<file path="src/rtl/apb3_master.sv">
// apb3_master: single-outstanding APB3 initiator.
// Converts a valid/ready command/response handshake into APB3 SETUP/ACCESS transfers.
// A wait-state timeout stops a slave that never asserts PREADY from hanging the requester.
//
// Ports:
//   clk, reset                        - clock and synchronous active-high reset
//   cmd_valid/cmd_ready               - command handshake (cmd_ready is high only when idle)
//   cmd_write, cmd_addr, cmd_wdata    - command payload
//   rsp_valid/rsp_ready               - response handshake
//   rsp_rdata, rsp_error, rsp_timeout - response payload (rdata is 0 for writes and timeouts)
//   PADDR, PSEL, PENABLE, PWRITE, PWDATA - APB3 request, all registered
//   PREADY, PRDATA, PSLVERROR         - APB3 completion, sampled only in ACCESS with PREADY high
module apb3_master #(
  parameter int unsigned ADDR_WIDTH     = 16,
  parameter int unsigned DATA_WIDTH     = 32,
  parameter int unsigned TIMEOUT_CYCLES = 256
) (
  input  logic                  clk,
  input  logic                  reset,
  input  logic                  cmd_valid,
  output logic                  cmd_ready,
  input  logic                  cmd_write,
  input  logic [ADDR_WIDTH-1:0] cmd_addr,
  input  logic [DATA_WIDTH-1:0] cmd_wdata,
  output logic                  rsp_valid,
  input  logic                  rsp_ready,
  output logic [DATA_WIDTH-1:0] rsp_rdata,
  output logic                  rsp_error,
  output logic                  rsp_timeout,
  output logic [ADDR_WIDTH-1:0] PADDR,
  output logic                  PSEL,
  output logic                  PENABLE,
  output logic                  PWRITE,
  output logic [DATA_WIDTH-1:0] PWDATA,
  input  logic                  PREADY,
  input  logic [DATA_WIDTH-1:0] PRDATA,
  input  logic                  PSLVERROR
);

  localparam bit          TimeoutEn = (TIMEOUT_CYCLES != 0);
  localparam int unsigned CntW      = TimeoutEn ? $clog2(TIMEOUT_CYCLES + 1) : 1;
  localparam int unsigned CntLastI  = TimeoutEn ? TIMEOUT_CYCLES - 1 : 0;
  localparam logic [CntW-1:0] CntLast = CntW'(CntLastI);

  typedef enum logic [1:0] {StIdle, StSetup, StAccess, StResp} state_e;

  state_e state_q, state_d;

  logic [ADDR_WIDTH-1:0] paddr_q, paddr_d;
  logic [DATA_WIDTH-1:0] pwdata_q, pwdata_d;
  logic                  pwrite_q, pwrite_d;
  logic                  psel_q, psel_d;
  logic                  penable_q, penable_d;
  logic                  rsp_valid_q, rsp_valid_d;
  logic [DATA_WIDTH-1:0] rsp_rdata_q, rsp_rdata_d;
  logic                  rsp_error_q, rsp_error_d;
  logic                  rsp_timeout_q, rsp_timeout_d;
  logic [CntW-1:0]       cnt_q, cnt_d;
  logic                  timeout_hit;

  // Fires on the last tolerated wait cycle; a simultaneous PREADY takes priority downstream.
  assign timeout_hit = TimeoutEn && !PREADY && (cnt_q == CntLast);

  // State register
  always_ff @(posedge clk) begin
    if (reset) state_q <= StIdle;
    else       state_q <= state_d;
  end

  // Next-state logic
  always_comb begin
    state_d = state_q;
    unique case (state_q)
      StIdle:   if (cmd_valid) state_d = StSetup;
      StSetup:  state_d = StAccess;
      StAccess: if (PREADY || timeout_hit) state_d = StResp;
      StResp:   if (rsp_ready) state_d = StIdle;
      default:  state_d = StIdle;
    endcase
  end

  // Next values of the registered outputs and the wait counter
  always_comb begin
    paddr_d       = paddr_q;
    pwdata_d      = pwdata_q;
    pwrite_d      = pwrite_q;
    psel_d        = psel_q;
    penable_d     = penable_q;
    rsp_valid_d   = rsp_valid_q;
    rsp_rdata_d   = rsp_rdata_q;
    rsp_error_d   = rsp_error_q;
    rsp_timeout_d = rsp_timeout_q;
    cnt_d         = cnt_q;
    unique case (state_q)
      StIdle: begin
        if (cmd_valid) begin
          paddr_d  = cmd_addr;
          pwdata_d = cmd_wdata;
          pwrite_d = cmd_write;
          psel_d   = 1'b1;
        end
      end
      StSetup: begin
        penable_d = 1'b1;
        cnt_d     = '0;
      end
      StAccess: begin
        if (PREADY) begin
          psel_d        = 1'b0;
          penable_d     = 1'b0;
          rsp_valid_d   = 1'b1;
          rsp_rdata_d   = pwrite_q ? '0 : PRDATA;
          rsp_error_d   = PSLVERROR;
          rsp_timeout_d = 1'b0;
        end else if (timeout_hit) begin
          psel_d        = 1'b0;
          penable_d     = 1'b0;
          rsp_valid_d   = 1'b1;
          rsp_rdata_d   = '0;
          rsp_error_d   = 1'b1;
          rsp_timeout_d = 1'b1;
        end else begin
          cnt_d = cnt_q + 1'b1;
        end
      end
      StResp: begin
        if (rsp_ready) rsp_valid_d = 1'b0;
      end
      default: ;
    endcase
  end

  always_ff @(posedge clk) begin
    if (reset) begin
      paddr_q       <= '0;
      pwdata_q      <= '0;
      pwrite_q      <= 1'b0;
      psel_q        <= 1'b0;
      penable_q     <= 1'b0;
      rsp_valid_q   <= 1'b0;
      rsp_rdata_q   <= '0;
      rsp_error_q   <= 1'b0;
      rsp_timeout_q <= 1'b0;
      cnt_q         <= '0;
    end else begin
      paddr_q       <= paddr_d;
      pwdata_q      <= pwdata_d;
      pwrite_q      <= pwrite_d;
      psel_q        <= psel_d;
      penable_q     <= penable_d;
      rsp_valid_q   <= rsp_valid_d;
      rsp_rdata_q   <= rsp_rdata_d;
      rsp_error_q   <= rsp_error_d;
      rsp_timeout_q <= rsp_timeout_d;
      cnt_q         <= cnt_d;
    end
  end

  assign cmd_ready   = (state_q == StIdle);
  assign PADDR       = paddr_q;
  assign PWDATA      = pwdata_q;
  assign PWRITE      = pwrite_q;
  assign PSEL        = psel_q;
  assign PENABLE     = penable_q;
  assign rsp_valid   = rsp_valid_q;
  assign rsp_rdata   = rsp_rdata_q;
  assign rsp_error   = rsp_error_q;
  assign rsp_timeout = rsp_timeout_q;

endmodule

</file>
<file path="config.mk">
export PLATFORM = sky130hd
export DESIGN_NAME = apb3_master
export DESIGN_NICKNAME = d
export VERILOG_FILES = /design/src/rtl/apb3_master.sv
export SDC_FILE = /design/constraint.sdc
export NUM_CORES = 1
export LEC_CHECK = 0
export BUFFER_PORTS_ARGS = -buffer_cell sky130_fd_sc_hd__clkbuf_2
export CELL_PAD_IN_SITES_DETAIL_PLACEMENT = 0
export CELL_PAD_IN_SITES_GLOBAL_PLACEMENT = 1
export CORE_ASPECT_RATIO = 0.8
export CORE_MARGIN = 5
export CORE_UTILIZATION = 30
export CTS_CLUSTER_SIZE = 28
export DETAILED_ROUTE_END_ITERATION = 7
export GPL_ROUTABILITY_DRIVEN = 1
export GPL_TIMING_DRIVEN = 1
export PLACE_DENSITY = 0.83
export SYNTH_ARGS = -nofsm -noshare
export SYNTH_HDL_FRONTEND = slang
export SYNTH_SLANG_ARGS = --single-unit
</file>
<file path="constraint.sdc">
create_clock -name clk -period 5.05 [get_ports clk]
set_input_delay 1.01 -clock clk [delete_from_list [all_inputs] [get_ports clk]]
set_output_delay 1.01 -clock clk [all_outputs]
set_load 0.02 [all_outputs]
</file>
==> metrics <==
vias in the first global route=3,206; Worst R2R Start=state_q[0]; crit path DAT=2.62 ns; DIE AREA=14,100 um^2; Final min period=2.36 ns; nets=664; final setup TNS=0 ns; initial antenna violation count=0; WP data required=5.32 ns; clock-pin slew on the worst setup and hold paths=0.07 ns; dpl hpwl=7110 um; DRC errors left=0; setup slack at placement=2.31 ns; leakage power=0.00212 uW; Mapped Area=3550 um^2; Setup Fix Bufs, Post-CTS=0; die height=107 um; crit path cell chain=inv_1, ha_1, and3b_1, a22oi_1, nor2_1; Peak VDD IR=0.223 mV; Post-CTS Hold Buffers=0; drt pass-1 iters=6; largest net degree at the start of global routing=51; post-route cell area=4790 um^2; All-Layer GR Usage=13.4%; routed vias=3,443; TritonCTS buffer count=9; PwrDens=496 nW/um^2; Port Buffers=173; Initial Utilization=30.7%; I/O Pins=174; Syn. warnings=0; Yosys cell types=29; post_cts resized=0; Fill cells=1,184; Setup crit start=state_q[0]; Setup CP Type=reg2reg; first-pass GRT wire length=15,700 um; CTS Root Cell=clkbuf_16; Pwr Total=2370 uW; crit start category=register; placed cell area=4480 um^2; DR vias/cell=4.75; Seq cells post-synth=97; total gr overflow=0; Die Width=132 um; antenna-violating nets left=0; max-slew violations=0; 1st-iter DRT viols=133; clk buf depth=2; Max-Slew Margin vs Limit=23.9%; RePlAce Congestion=0.759; H-tree Lvls=3; Final Hold Viols=0; Tightest Pin Transition=1.14 ns; Post-Synthesis Cells=416; Worst-Skew Late Latency=0.34 ns; Mean Syn Cell Area=8.53 um^2; Routed WL per cell=13.7 um; crit end category=register; CTS Sinks=97; Rows=35; CP top delay family=simple AND/OR/NAND/NOR gates; Worst Skew=0.00925 ns; CTS tree=yes; # Max-Cap Violations=0; syn nets=508; area occupied by multi-input gates=1460 um^2; HP Class=reg2reg; Slowest Stage Delay on Critical Path=1.00 ns; unrepaired setup endpoints after global routing=no; Crit Path Max Fanout=32; WHS=0.454 ns; final worst setup slack=2.69 ns; Hold Startpoint=PWDATA[24]; Seq. cell area=1940 um^2; outcome=completed; fin crit share=46.7%; DRT Wirelength=9940 um; # setup viols final=0; antenna cell count=0; Buf/Inv on CP=1; synth-to-layout area growth=34.9%; post-synthesis sequential area ratio=54.7%; Core Region=11,600 um^2; layout cells sized above 1=33.8%; f_max=424 MHz; worst-path cell with the longest stage delay=and3b_1
==> worst min-delay path, delay by kind of cell, from the launching register on <==
family | cells | cell delay, ns
flip-flops | 1 | 0.31
AND/OR/NAND/NOR | 1 | 0.05
AO/OA/AOI/OAI | 1 | 0.05
==> synthesized netlist by cell type (all sizes together) <==
cell | instances | area [um^2]
inv | 7 | 26.3
and4bb | 1 | 12.5
a211oi | 1 | 7.51
nor3b | 1 | 7.51
o31ai | 6 | 45.0
a21oi | 62 | 310
ha | 5 | 62.6
nand2b | 6 | 37.5
and3b | 1 | 8.76
nand3 | 3 | 15.0
a22oi | 32 | 240
nand2 | 103 | 387
o21a | 1 | 15.0
nor2b | 2 | 12.5
buf | 11 | 65.1
o21ai | 6 | 30.0
dfxtp | 97 | 1940
nand4 | 2 | 12.5
or3 | 2 | 12.5
or4 | 6 | 45.0
a311oi | 1 | 8.76
nor3 | 1 | 5.00
a221oi | 2 | 23.8
nor2 | 37 | 139
and2 | 1 | 6.26
clkbuf | 19 | 71.3
==> stage by stage <==
stage	cells	utilization, %
6_report	725	41.4
5_1_grt	725	41.4
4_1_cts	725	41.3
3_5_place_dp	709	38.8
3_3_place_gp	709	38.8
2_1_floorplan	416	-
==> path summary, 6_finish.rpt <==
kind                            slack [ns]       endpoint  cells after the start
worst min-delay path                  0.45     PWDATA[24]                      2
worst min register to register        0.45     PWDATA[24]                      2
worst max-delay path                  2.69  rsp_rdata[30]                      5
worst max register to register        2.69  rsp_rdata[30]                      5
==> cell families (layout without fill, tap and decap cells) <==
kind of cell               Yosys count  after routing  synth area share, %
adders and majority gates            5              5                 1.76
buffers and inverters               37            198                 4.58
and+or+nand+nor                    166            166                 19.7
AOI/OAI and AO/OA                  111            111                 19.2
DFF                                 97             97                 54.7
==> state kept, by name, indices dropped and copies added (netlist names) <==
signal	count
PADDR	16
PENABLE	1
PSEL	1
PWDATA	32
PWRITE	1
cnt_q	9
rsp_error	1
rsp_rdata	32
rsp_timeout	1
rsp_valid	1
state_q	2
==> cell type report <==
cell class	instances	area share, %
Sequential cell	97	40.6
Clock buffer	11	5.07
Multi-Input combinational cell	282	30.4
Inverter	7	0.549
Clock inverter	5	1.12
Tap cell	148	3.87
Timing Repair Buffer	175	18.4
==> cells in the final DEF, fill, tap and decap left out, types with 2 or more instances in the layout <==
cell type and instances:
clkbuf_2 172, nand2_1 103, dfxtp_1 97, a21oi_1 62, nor2_1 37, a22oi_1 32, clkbuf_16 9, inv_1 7
o31ai_1 6, or4_1 6, nand2b_1 6, o21ai_0 5, ha_1 5, nand3_1 3, clkinv_2 3, nand4_1 2
or3_1 2, nor2b_1 2, buf_4 2
==> where the power goes <==
group | total, uW | internal (uW) | leakage, uW | switching, uW
clock network | 682 | 397 | 0.000150 | 285
logic | 738 | 239 | 0.00118 | 499
registers | 952 | 887 | 0.000790 | 64.9
total | 2370 | 1520 | 0.00212 | 849
==> metal layers <==
layer	global-route usage (%)	part of all wire (%)
met1	16.1	43
met2	20.7	44
met3	7.15	11
met4	4.41	1.9
met5	0	0
(Power assumes the default switching activity.)
